--- config.mk ---
export PLATFORM = sky130hd
export DESIGN_NAME = dffsre_bank_rot_mux_flat
export DESIGN_NICKNAME = d
export VERILOG_FILES = /design/src/rtl/dffsre_bank_rot_mux_if.sv /design/src/rtl/dffsre_bank_rot_mux.sv /design/src/flat_wrapper.sv
export SDC_FILE = /design/constraint.sdc
export NUM_CORES = 1
export LEC_CHECK = 0
export ABC_AREA = 1
export ABC_CLOCK_PERIOD_IN_PS = 1400
export CAP_MARGIN = 20
export CORE_MARGIN = 2
export CORE_UTILIZATION = 50
export CTS_BUF_LIST = sky130_fd_sc_hd__clkbuf_16
export DETAILED_ROUTE_END_ITERATION = 10
export PLACE_DENSITY = 0.89
export SKIP_CTS_REPAIR_TIMING = 1
export SLEW_MARGIN = 10
export SYNTH_ARGS = -nofsm -noshare
export SYNTH_HDL_FRONTEND = slang
export SYNTH_SLANG_ARGS = --single-unit
--- constraint.sdc ---
create_clock -name C -period 1.4 [get_ports C]
set_input_delay 0.28 -clock C [delete_from_list [all_inputs] [get_ports C]]
set_output_delay 0.28 -clock C [all_outputs]
set_load 0.02 [all_outputs]
--- src/rtl/dffsre_bank_rot_mux_if.sv ---
// Purpose: control/data bundle for the dffsre_bank_rot_mux register bank.
// Latency: none (wires only); the bank registers everything behind it.
// Backpressure: none; every cycle's controls are consumed unconditionally.
// Ports: S/E/mode/wr_addr/D_in/sel/sel_mux flow master->slave,
//        out/rot_cnt flow slave->master. Clock and reset are not carried here.
interface dffsre_bank_rot_mux_if #(
    parameter int WIDTH = 4,
    parameter int DEPTH = 8,
    parameter int AW    = $clog2(DEPTH)
);
    logic                   S;
    logic                   E;
    logic [1:0]             mode;
    logic [AW-1:0]          wr_addr;
    logic [DEPTH*WIDTH-1:0] D_in;
    logic                   sel;
    logic [AW-1:0]          sel_mux;
    logic [WIDTH-1:0]       out;
    logic [AW-1:0]          rot_cnt;

    modport master (
        output S, E, mode, wr_addr, D_in, sel, sel_mux,
        input  out, rot_cnt
    );

    modport slave (
        input  S, E, mode, wr_addr, D_in, sel, sel_mux,
        output out, rot_cnt
    );
endinterface

--- src/rtl/dffsre_bank_rot_mux.sv ---
// Purpose: DEPTH x WIDTH enable/set/reset register bank with addressed write,
//          bulk load, circular rotate (with rotation counter) and registered read mux.
// Latency: writes land at the edge they are presented; read data appears one edge after sel_mux.
// Backpressure: none; all controls are acted on every cycle.
// Ports: C clock, R sync active-high reset (highest priority); bus carries
//        S (set), E (enable), mode, wr_addr, D_in, sel, sel_mux -> out, rot_cnt.
module dffsre_bank_rot_mux #(
    parameter int WIDTH = 4,
    parameter int DEPTH = 8,
    parameter int AW    = $clog2(DEPTH)
) (
    input  logic                  C,
    input  logic                  R,
    dffsre_bank_rot_mux_if.slave  bus
);

    localparam logic [1:0] MODE_HOLD   = 2'b00;
    localparam logic [1:0] MODE_WRITE  = 2'b01;
    localparam logic [1:0] MODE_LOAD   = 2'b10;
    localparam logic [1:0] MODE_ROTATE = 2'b11;

    logic [WIDTH-1:0] bank_q   [DEPTH];
    logic [WIDTH-1:0] bank_d   [DEPTH];
    logic [WIDTH-1:0] nxt_dat  [DEPTH];
    logic [AW-1:0]    rot_cnt_q;
    logic [AW-1:0]    rot_cnt_d;
    logic [WIDTH-1:0] out_q;
    logic [WIDTH-1:0] out_d;

    // Per-entry candidate data: D_in slice, or the forced-ones preload.
    always_comb begin
        for (int i = 0; i < DEPTH; i++) begin
            nxt_dat[i] = bus.sel ? bus.D_in[i*WIDTH +: WIDTH] : {WIDTH{1'b1}};
        end
    end

    // Bank / counter next state. Set overrides enable and mode.
    always_comb begin
        for (int i = 0; i < DEPTH; i++) begin
            bank_d[i] = bank_q[i];
        end
        rot_cnt_d = rot_cnt_q;

        if (bus.S) begin
            for (int i = 0; i < DEPTH; i++) begin
                bank_d[i] = {WIDTH{1'b1}};
            end
        end else if (bus.E) begin
            case (bus.mode)
                MODE_HOLD: begin
                end
                MODE_WRITE: begin
                    // Out-of-range addresses (non power-of-two DEPTH) match no entry.
                    for (int i = 0; i < DEPTH; i++) begin
                        if (bus.wr_addr == AW'(i)) begin
                            bank_d[i] = nxt_dat[i];
                        end
                    end
                end
                MODE_LOAD: begin
                    for (int i = 0; i < DEPTH; i++) begin
                        bank_d[i] = nxt_dat[i];
                    end
                    rot_cnt_d = '0;
                end
                MODE_ROTATE: begin
                    bank_d[0] = bank_q[DEPTH-1];
                    for (int i = 1; i < DEPTH; i++) begin
                        bank_d[i] = bank_q[i-1];
                    end
                    // Explicit wrap so the count is modulo DEPTH, not 2**AW.
                    rot_cnt_d = (rot_cnt_q == AW'(DEPTH-1)) ? '0 : rot_cnt_q + AW'(1);
                end
                default: begin
                end
            endcase
        end
    end

    // Read mux samples pre-edge contents; unmatched selects read as zero.
    always_comb begin
        out_d = '0;
        for (int i = 0; i < DEPTH; i++) begin
            if (bus.sel_mux == AW'(i)) begin
                out_d = bank_q[i];
            end
        end
    end

    always_ff @(posedge C) begin
        if (R) begin
            for (int i = 0; i < DEPTH; i++) begin
                bank_q[i] <= '0;
            end
            rot_cnt_q <= '0;
            out_q     <= '0;
        end else begin
            for (int i = 0; i < DEPTH; i++) begin
                bank_q[i] <= bank_d[i];
            end
            rot_cnt_q <= rot_cnt_d;
            out_q     <= out_d;
        end
    end

    assign bus.out     = out_q;
    assign bus.rot_cnt = rot_cnt_q;

endmodule

--- src/flat_wrapper.sv ---
// flat-port wrapper written by rule: the top's interface ports become plain ports
module dffsre_bank_rot_mux_flat 
#(
    parameter int WIDTH = 4,
    parameter int DEPTH = 8,
    parameter int AW    = $clog2(DEPTH)
)
  (C, R, bus_S, bus_E, bus_mode, bus_wr_addr, bus_D_in, bus_sel, bus_sel_mux, bus_out, bus_rot_cnt);
  dffsre_bank_rot_mux_if #(.WIDTH(WIDTH), .DEPTH(DEPTH), .AW(AW)) bus_i ();
  input  logic C;
  input  logic R;
  input wire logic [$bits(bus_i.S)-1:0] bus_S;
  input wire logic [$bits(bus_i.E)-1:0] bus_E;
  input wire logic [$bits(bus_i.mode)-1:0] bus_mode;
  input wire logic [$bits(bus_i.wr_addr)-1:0] bus_wr_addr;
  input wire logic [$bits(bus_i.D_in)-1:0] bus_D_in;
  input wire logic [$bits(bus_i.sel)-1:0] bus_sel;
  input wire logic [$bits(bus_i.sel_mux)-1:0] bus_sel_mux;
  output wire logic [$bits(bus_i.out)-1:0] bus_out;
  output wire logic [$bits(bus_i.rot_cnt)-1:0] bus_rot_cnt;
  assign bus_i.S = bus_S;
  assign bus_i.E = bus_E;
  assign bus_i.mode = bus_mode;
  assign bus_i.wr_addr = bus_wr_addr;
  assign bus_i.D_in = bus_D_in;
  assign bus_i.sel = bus_sel;
  assign bus_i.sel_mux = bus_sel_mux;
  assign bus_out = bus_i.out;
  assign bus_rot_cnt = bus_i.rot_cnt;
  dffsre_bank_rot_mux #(.WIDTH(WIDTH), .DEPTH(DEPTH), .AW(AW)) u_core (.C(C), .R(R), .bus(bus_i));
endmodule
==> results.sh <==
export IMPL_status="finished clean"
export IMPL_synth_area_leader_cell="dfxtp_1"
export IMPL_clockPowerShare_pct=34.8
export IMPL_worst_path_stages=10
export IMPL_p_sw_share_pct=29.36
export IMPL_ys_seq_elements=39
export IMPL_fin_crit_sh_pct=96.33
export IMPL_worstSetupEndpoint="u_core.bank_q[0][2]"
export IMPL_ios=52
export IMPL_synth_warnings=0
export IMPL_slowest_stage="ha_1"
export IMPL_worstReg2RegEnd="u_core.bus.rot_cnt[0]"
export IMPL_synth_cells=325
export IMPL_critPathBufInv=3
export IMPL_viasPerCell=6.074
export IMPL_dieArea_um2=5007
export IMPL_syn_avg_cell_area_um2=6.857
export IMPL_synth_top_area_share_pct=35.04
export IMPL_critPathCaptureType="register"
export IMPL_start_util_pct=51.53
export IMPL_drc=0
export IMPL_synth_nets=375
export IMPL_grt_pass1_vias=2378
export IMPL_clock_path_buffers=2
export IMPL_netlist_area_um2=2228
export IMPL_max_freq_mhz=741.5
export IMPL_p_int_mw=2.160
export IMPL_grt_max_degree=34
export IMPL_path_common_cell="nand2_2"
export IMPL_slew_headroom_pct=78.58
export IMPL_drt_iter0_drc=331
export IMPL_netlist_top_cells_area="dfxtp_1 35%, o21ai_0 15%, a21oi_1 9.0%"
export IMPL_tightest_slew_ns=0.3202
export IMPL_core_area_um2=4324
export IMPL_grt_pass1_wl_um=11080
export IMPL_drive_gt1_share_pct=14.66
export IMPL_fin_util_pct=71.18
export IMPL_setup_violations=0
export IMPL_r2r_cells=5
export IMPL_arrival_ns=1.55
export IMPL_nets=432
export IMPL_cp_top_family="simple AND/OR/NAND/NOR gates"
export IMPL_cts_tree="yes"
export IMPL_finalClockSkew_ns=0.003599
export IMPL_dpl_hpwl_um=4733
export IMPL_yosysSeqAreaShare_pct=35.04
export IMPL_min_period_ns=1.349
export IMPL_start_kind="input pin"
export IMPL_antenna_found_initial=0
export IMPL_drt_pass1_iter_count=5
export IMPL_combPwrFrac_pct=22.3
export IMPL_finalPower_mw=3.059
export IMPL_vias=2636
export IMPL_io_buffers=51
export IMPL_cts_root_buf="clkbuf_16"
export IMPL_critPathKind="input pin to register"
export IMPL_r2r_start="u_core.bus.rot_cnt[0]"
export IMPL_critPathMaxFanout=8
export IMPL_die_w_um=70.76
export IMPL_wire_per_inst_um=16.32
export IMPL_place_congestion=0.9437
export IMPL_insertion_delay_ns=0.28
export IMPL_p_seq_share_pct=42.9
export IMPL_drt_antenna_violating_nets=0
export IMPL_p_leak_nw=1.463
export IMPL_syn_to_final_growth_pct=38.12
export IMPL_worstHoldPathType="register to register"
export IMPL_gr_total_overflow=0
export IMPL_path_cells="clkbuf_2 -> inv_1 -> ha_1 -> nand2_2 -> nand2_2 -> nand2_4 -> nand2_1 -> inv_2 -> o21ai_0 -> a31oi_1"
export IMPL_powerDensity_nw_per_um2=993.7
export IMPL_maxSlewViolCount=0
export IMPL_cts_sinks=39
export IMPL_crit_path_max_incr_delay_ns=0.32
export IMPL_cts_made_buffers=5
export IMPL_die_h_um=70.76
export IMPL_final_common_cell="o21ai_0"
export IMPL_final_cell_mix="57 x o21ai_0, 40 x a21oi_1, 39 x dfxtp_1, 37 x nand2_1, 35 x clkdlybuf4s50_1"
export IMPL_grt_total_usage_pct=27.41
export IMPL_wirelength_um=7083
export IMPL_rrSetupSlack_ns=0.17
export IMPL_cp_required_ns=1.60
export IMPL_cts_htree_levels=2
export IMPL_hold_viol_final=0
export IMPL_synth_distinct_cells=25
export IMPL_drv_cap=0
export IMPL_rows=24
export IMPL_clkTransAtPathRegs_ns=0.06
export IMPL_crit_start="bus_mode[0]"
export IMPL_power_switching_mw=0.8980
export IMPL_ir_drop_mv=0.4749
export IMPL_num_antenna_cells=0
-- cell usage after synthesis, drive strengths merged --
library cell and n:
nand4 8, nor3 8, nor2 15, ha 5
or2 1, nand3 8, buf 4, inv 36
dfxtp 39, a31oi 32, clkbuf 15, o21ai 73
nand2 41, a21oi 40
-- state kept, by name, indices dropped and copies added (netlist names) --
signal              cells
u_core.bus.out          4
u_core.bus.rot_cnt      3
u_core.bank_q          32
-- routing by layer --
layer | routed length [um] | GRT usage, % | up-vias
met5 | 0 | 0 | -
li1 | - | - | 1256
met4 | 239 | 10.69 | 0
met2 | 3514 | 45.90 | 151
met3 | 496 | 5.271 | 27
met1 | 2832 | 34.91 | 1202
-- kinds of logic (layout without fill, tap and decap cells) --
family | count (synthesis) | in the layout | synth area share, %
buffers and inverters | 55 | 112 | 10.11
and+or+nand+nor | 81 | 81 | 17.69
DFF | 39 | 39 | 35.04
adders and majority gates | 5 | 5 | 2.807
AOI/OAI and AO/OA | 145 | 145 | 34.36
-- metrics by stage --
stage | cells | setup TNS, ns | hold slack (ns) | cell area [um2] | setup WS (ns)
final | 434 | 0 | 0.4956 | 3078 | 0.05133
after global routing | 434 | -0.01639 | 0.5218 | 3078 | -0.01639
after CTS | 433 | -8.425 | 0.4927 | 2990 | -0.3120
after detailed placement | 426 | -18.76 | 0.4855 | 2856 | -0.5670
after global placement | 426 | -15.46 | 0.4690 | 2856 | -0.4509
after floorplan | 325 | 0 | 0.3491 | 2228 | 0.1010
-- worst min path at each step --
stage | from | endpoint | slack, ns | cells after the start
final | u_core.bank_q[1][15] | u_core.bus.out[3] | 0.50 | 2
after global routing | u_core.bank_q[1][15] | u_core.bus.out[3] | 0.52 | 2
after CTS | u_core.bank_q[1][15] | u_core.bus.out[3] | 0.49 | 2
after detailed placement | u_core.bank_q[1][15] | u_core.bus.out[3] | 0.49 | 2
after global placement | u_core.bank_q[1][15] | u_core.bus.out[3] | 0.47 | 2
after floorplan | R | u_core.bus.out[1] | 0.35 | 1
-- power by group through the flow --
stage / combinational [mW] / sequential, mW / clock (mW)
6_report: 0.681 / 1.31 / 1.07
5_1_grt: 0.741 / 1.32 / 1.11
4_1_cts: 0.644 / 1.31 / 1.05
3_5_place_dp: 0.633 / 1.33 / 0
3_3_place_gp: 0.611 / 1.33 / 0
2_1_floorplan: 0.353 / 1.31 / 0
-- final cells by class --
cell class | instances | area (um2)
flip-flops and latches | 39 | 780.7
inverters | 36 | 140.1
repair buffers | 69 | 694.4
fillers | 348 | 1246
multi-input cells | 231 | 1264
clock buffers | 5 | 125.1
well taps | 52 | 65.06
clock inverters | 2 | 8.758
-- worst register-to-register path, cell delays in order (launching register included) --
cell	delay (ns)
dfxtp_1	0.35
ha_1	0.22
ha_1	0.18
nor3_1	0.22
nor2_1	0.08
nor2_1	0.12
No activity file was read; power rests on OpenSTA's default activity.
